===== src/rtl/sim_uart_rx_mon.sv =====
// Simulation-side 8N1 UART receiver watching the chip UART TX pad.
// Decoded bytes queue in a small FIFO read through a valid/ready port.
module sim_uart_rx_mon #(
  parameter int ClkPerBit = 69,
  parameter int FifoDepth = 8
) (
  input  logic                         clk_i,
  input  logic                         rst_i,
  input  logic                         rx_i,
  input  logic                         enable_i,
  output logic [7:0]                   rdata_o,
  output logic                         rvalid_o,
  input  logic                         rready_i,
  output logic                         frame_err_o,
  output logic                         overflow_o,
  output logic [$clog2(FifoDepth):0]   fifo_depth_o,
  output logic                         idle_o
);

  localparam int CW = $clog2(ClkPerBit);
  localparam int AW = $clog2(FifoDepth);
  localparam int DW = AW + 1;
  localparam logic [CW-1:0] CntHalf = CW'(ClkPerBit / 2 - 1);
  localparam logic [CW-1:0] CntLast = CW'(ClkPerBit - 1);

  typedef enum logic [2:0] {
    IDLE, START, DATA, STOP, WAIT_HIGH
  } state_e;

  state_e        state_q;
  logic [CW-1:0] cnt_q;
  logic [2:0]    bit_q;
  logic [7:0]    sh_q;
  logic          ferr_q;
  logic          rx_m_q, rx_s_q, rx_prev_q;

  logic [7:0]    mem_q [FifoDepth];
  logic [AW-1:0] wptr_q, rptr_q;
  logic [DW-1:0] count_q;
  logic          ovf_q;

  logic stop_hit, push, ferr, full, pop, wr;

  always_ff @(posedge clk_i) begin
    if (rst_i) begin
      rx_m_q    <= 1'b1;
      rx_s_q    <= 1'b1;
      rx_prev_q <= 1'b1;
    end else begin
      rx_m_q    <= rx_i;
      rx_s_q    <= rx_m_q;
      rx_prev_q <= rx_s_q;
    end
  end

  assign stop_hit = enable_i && (state_q == STOP)
                 && (cnt_q == CntLast);
  assign push     = stop_hit && rx_s_q;
  assign ferr     = stop_hit && !rx_s_q;

  always_ff @(posedge clk_i) begin
    if (rst_i) begin
      state_q <= IDLE;
      cnt_q   <= '0;
      bit_q   <= '0;
      sh_q    <= '0;
      ferr_q  <= 1'b0;
    end else begin
      ferr_q <= ferr;
      if (!enable_i) begin
        state_q <= IDLE;
      end else begin
        case (state_q)
          IDLE: begin
            if (rx_prev_q && !rx_s_q) begin
              state_q <= START;
              cnt_q   <= '0;
            end
          end
          START: begin
            if (cnt_q == CntHalf) begin
              cnt_q   <= '0;
              bit_q   <= '0;
              state_q <= rx_s_q ? IDLE : DATA;
            end else begin
              cnt_q <= cnt_q + 1'b1;
            end
          end
          DATA: begin
            if (cnt_q == CntLast) begin
              cnt_q       <= '0;
              sh_q[bit_q] <= rx_s_q;
              bit_q       <= bit_q + 3'd1;
              if (bit_q == 3'd7) state_q <= STOP;
            end else begin
              cnt_q <= cnt_q + 1'b1;
            end
          end
          STOP: begin
            if (cnt_q == CntLast) begin
              cnt_q   <= '0;
              state_q <= rx_s_q ? IDLE : WAIT_HIGH;
            end else begin
              cnt_q <= cnt_q + 1'b1;
            end
          end
          WAIT_HIGH: begin
            // hold off until a break condition releases the line
            if (rx_s_q) state_q <= IDLE;
          end
          default: state_q <= IDLE;
        endcase
      end
    end
  end

  assign full = (count_q == DW'(FifoDepth));
  assign pop  = rvalid_o && rready_i;
  assign wr   = push && (!full || pop);

  always_ff @(posedge clk_i) begin
    if (rst_i) begin
      for (int i = 0; i < FifoDepth; i++) mem_q[i] <= '0;
      wptr_q  <= '0;
      rptr_q  <= '0;
      count_q <= '0;
      ovf_q   <= 1'b0;
    end else begin
      ovf_q <= push && !wr;
      if (wr) begin
        mem_q[wptr_q] <= sh_q;
        wptr_q        <= wptr_q + 1'b1;
      end
      if (pop) rptr_q <= rptr_q + 1'b1;
      case ({wr, pop})
        2'b10:   count_q <= count_q + 1'b1;
        2'b01:   count_q <= count_q - 1'b1;
        default: count_q <= count_q;
      endcase
    end
  end

  assign rdata_o      = mem_q[rptr_q];
  assign rvalid_o     = (count_q != '0);
  assign fifo_depth_o = count_q;
  assign frame_err_o  = ferr_q;
  assign overflow_o   = ovf_q;
  assign idle_o       = (state_q == IDLE);

endmodule


===== config.mk =====
export PLATFORM = sky130hd
export DESIGN_NAME = sim_uart_rx_mon
export DESIGN_NICKNAME = d
export VERILOG_FILES = /design/src/rtl/sim_uart_rx_mon.sv
export SDC_FILE = /design/constraint.sdc
export NUM_CORES = 1
export LEC_CHECK = 0
export CAP_MARGIN = 20
export CORE_MARGIN = 1
export CORE_UTILIZATION = 30
export DETAILED_ROUTE_END_ITERATION = 6
export SYNTH_ARGS = -nofsm -noshare
export SYNTH_HDL_FRONTEND = slang
export SYNTH_SLANG_ARGS = --single-unit
export TNS_END_PERCENT = 20

===== constraint.sdc =====
create_clock -name clk_i -period 3.3 [get_ports clk_i]
set_input_delay 0.99 -clock clk_i [delete_from_list [all_inputs] [get_ports clk_i]]
set_output_delay 0.99 -clock clk_i [all_outputs]
set_load 0.01 [all_outputs]

==> summary.txt, run 1 <==
Job
  – Max_cap viols: 0

Hold path
  – Hold path endpoint: rx_s_q
  – Hold Path Depth: 1
  – Type of the worst min-delay path: reg2reg
  – Hold path start: rx_m_q

Critical path
  – Largest fanout on the critical path: 8
  – Worst-case reg-to-reg path depth: 10
  – Crit Path Class: reg2out
  – R2R Setup Slk: 0.72 ns
  – RR Endpoint: fifo_depth_o[3]
  – Critical Path AT: 2.25 ns
  – WP data required: 2.31 ns
  – Worst R2R Start: state_q[1]
  – Crit start category: register
  – CP Capture Type: output port

GRT
  – Grt ovf: 0
  – First-pass GRT wire length: 15900 um
  – Gr usage total: 12.7%
  – Largest net degree at the start of global routing: 31
  – Vias in the first global route: 3079
  – Initial antenna violation count: 0

Placement
  – Dpl hpwl: 6730 um
  – I/O Buffers: 20
  – RD Place Congestion: 0.781
  – Dpl cells: 627

Clock network
  – Worst-path clk slew: 0.07 ns
  – CTS H-tree lvls: 3
  – Post-CTS setup buffer count: 0
  – CTS Buf Count: 9
  – Hold-fix buffers, CTS: 0
  – TritonCTS clock tree: built
  – # clock sinks: 103
  – Clk Tree Root Cell: clkbuf_16
  – Clock Path Buffers: 2
  – Later-pin clock latency in the skew report: 0.35 ns

Logic synthesis
  – Avg Cell Area, Syn: 11.6 um^2
  – Mapped Nets: 427
  – Main synth FF type: edfxtp_1
  – Syn. warnings: 0
  – Cell accounting for the most synthesized area: edfxtp_1
  – Dominant cells by area after synthesis: edfxtp_1 (40%), dfxtp_1 (16%), mux4_2 (7.5%)
  – Asr flop ratio synth: 0%
  – Cell Area, Synth: 4790 um^2
  – Post-synth top area share: 40.1%
  – Synth Instances: 412
  – Sequential-to-total area share from yosys stat: 56.4%
  – Post-synthesis sequential element count: 103
  – Post-synth EDFFs: 64
  – Netlist cell types: 57

Route
  – Initial drt markers: 189
  – DRT Wirelength: 9920 um
  – Avg WL per Cell: 15.4 um
  – Via count: 3114
  – Number of vias per cell: 4.84
  – Number of detailed-route iterations in the first pass: 5
  – Final antenna-violating net count: 0
  – Drc violations: 0

Die
  – Row cnt: 45
  – Initial Util: 31.2%
  – I/O pin total: 21
  – Die area: 16500 um^2
  – Die H: 128 um
  – Die width: 128 um
  – CORE AREA: 15400 um^2

Final layout
  – Fraction of layout cells with a size suffix above 1: 15.5%
  – Nets@finish: 443
  – Area delta synth->final: 16.1%
  – Fillers: 1487
  – N_diodes: 0
  – Final std cells w/o fill: 644

Power and ir drop
  – Leak: 0.00181 uW
  – VDD IR max: 303 uV
  – Pwr per Cell Area: 474 nW/um^2

Timing
  – Clock skew: 0.0110 ns
  – Worst-Margin Slew: 0.677 ns
  – Max Slew Vio Count: 0
  – Setup violations, final: 0
  – Hold Vio Cnt, Final: 0
  – Normalized max-slew margin: 54.8%
  – Final period util: 98.0%
  – TNS Setup: 0 ns
  – Period minus WS final: 3.24 ns
  – Achievable clock frequency: 309 MHz
  – Fin Hold WS: 0.409 ns
  – RSZ-0062 raised after global routing: false

Run status
  – Status: completed
## cells in the mapped netlist (3+ instances only)
| master | instances |
|---|---|
| mux2i_1 | 12 |
| a21o_1 | 4 |
| nand3_1 | 5 |
| or2_2 | 8 |
| nand4_1 | 9 |
| nand2_1 | 18 |
| and2_1 | 3 |
| buf_1 | 5 |
| mux2_2 | 8 |
| clkbuf_1 | 12 |
| nand3b_1 | 5 |
| edfxtp_1 | 64 |
| a21oi_1 | 8 |
| nor2_1 | 94 |
| mux4_2 | 16 |
| nor3_1 | 12 |
| xor2_1 | 6 |
| inv_1 | 8 |
| nand2b_1 | 10 |
| o21ai_0 | 4 |
| xnor2_1 | 5 |
| nor2b_1 | 3 |
| dfxtp_1 | 39 |
| buf_2 | 5 |
| a31o_2 | 3 |
| ha_1 | 9 |
## how the worst max path moves through the flow
stage | depth (start not counted) | startpoint | endpoint
floorplan | 4 | register | rdata_o[0]
global placement | 10 | enable_i | fifo_depth_o[3]
detailed placement | 10 | enable_i | fifo_depth_o[3]
CTS | 4 | register | rdata_o[0]
global route | 4 | register | rdata_o[0]
finish | 4 | register | rdata_o[7]
## cells in the final DEF (no fill, tap or decap), types with 4 or more instances in the layout
master / count
inv_1: 8
nand2b_1: 10
a21o_1: 4
a21oi_1: 8
nand3_1: 5
mux2_2: 8
nand4_1: 9
clkbuf_16: 10
clkdlybuf4s50_1: 20
xor2_1: 6
o21ai_0: 4
edfxtp_1: 64
nor3_1: 12
or2_2: 8
ha_1: 9
dfxtp_1: 38
nand2_1: 18
nor2_1: 94
nand3b_1: 5
xnor2_1: 5
buf_4: 7
mux4_2: 16
mux2i_1: 12
## power by group
part	switching (uW)	internal, uW
clock	513	613
combinational	48.2	42.6
sequential	15.5	1400
## layout make-up
class	instances	area (um^2)	share of cell area, %
flip-flops and latches	103	2700	48.6
multi-input cells	276	1940	34.9
repair buffers	29	298	5.35
well taps	211	264	4.75
clock buffers	9	225	4.05
clock inverters	7	95.1	1.71
inverters	9	33.8	0.607
## sequential cells by signal (all words and copies together) (netlist names), named ones only
name and count:
frame_err_o 1, fifo_depth_o 4, cnt_q 7, rx_s_q 1, sh_q 8, rx_m_q 1
mem_q 64, state_q 3, overflow_o 1, rptr_q 3, bit_q 3, rx_prev_q 1
wptr_q 3
## routing by layer
| metal | GRT usage, % | part of all wire [%] | vias to the layer above |
|---|---|---|---|
| li1 | - | - | 1512 |
| met1 | 16.7 | 47 | 1521 |
| met2 | 21.1 | 48 | 72 |
| met3 | 2.95 | 4.8 | 9 |
| met4 | 3.11 | 0.96 | 0 |
| met5 | 0 | 0 | - |
## what timing repair did
item | CTS | global route
gates resized for setup | 0 | 1
setup endpoints to repair | 0 | 1
endpoints found under the hold margin | 0 | 0
## critical path, cell delays in order (launching register included)
cell,delay (ns)
dfxtp_2,0.41
clkbuf_16,0.20
mux4_2,0.52
mux2_2,0.29
clkdlybuf4s50_1,0.48
## logic make-up after synthesis
kind of cell / share of synthesized area, %
flip-flops: 56.4
XOR/XNOR: 2.01
adder cells (fa/ha/maj): 2.77
AND/OR/NAND/NOR: 19.2
AO/OA/AOI/OAI: 4.62
multiplexers: 11.9
buffers and inverters: 3.03
## metrics by stage
stage	setup slack, ns	total power (uW)	cell area, um^2	utilization [%]
4_1_cts	0.0585	2660	5540	36.0
6_report	0.0645	2640	5560	36.2
5_1_grt	0.0126	2730	5560	36.2
2_1_floorplan	0.491	1500	4790	-
3_5_place_dp	0.108	1540	5220	33.9
3_3_place_gp	0.163	1540	5220	33.9
Note: power is estimated with default switching activity, not from simulation.
==> run 2: changes to the inputs <==
--- a/config.mk
+++ b/config.mk
@@ -9,6 +9,7 @@
 export CORE_MARGIN = 1
 export CORE_UTILIZATION = 30
 export DETAILED_ROUTE_END_ITERATION = 6
+export SLEW_MARGIN = 10
 export SYNTH_ARGS = -nofsm -noshare
 export SYNTH_HDL_FRONTEND = slang
 export SYNTH_SLANG_ARGS = --single-unit
==> results of run 2 <==
Final layout, timing and power as in run 1 (identical DEF).
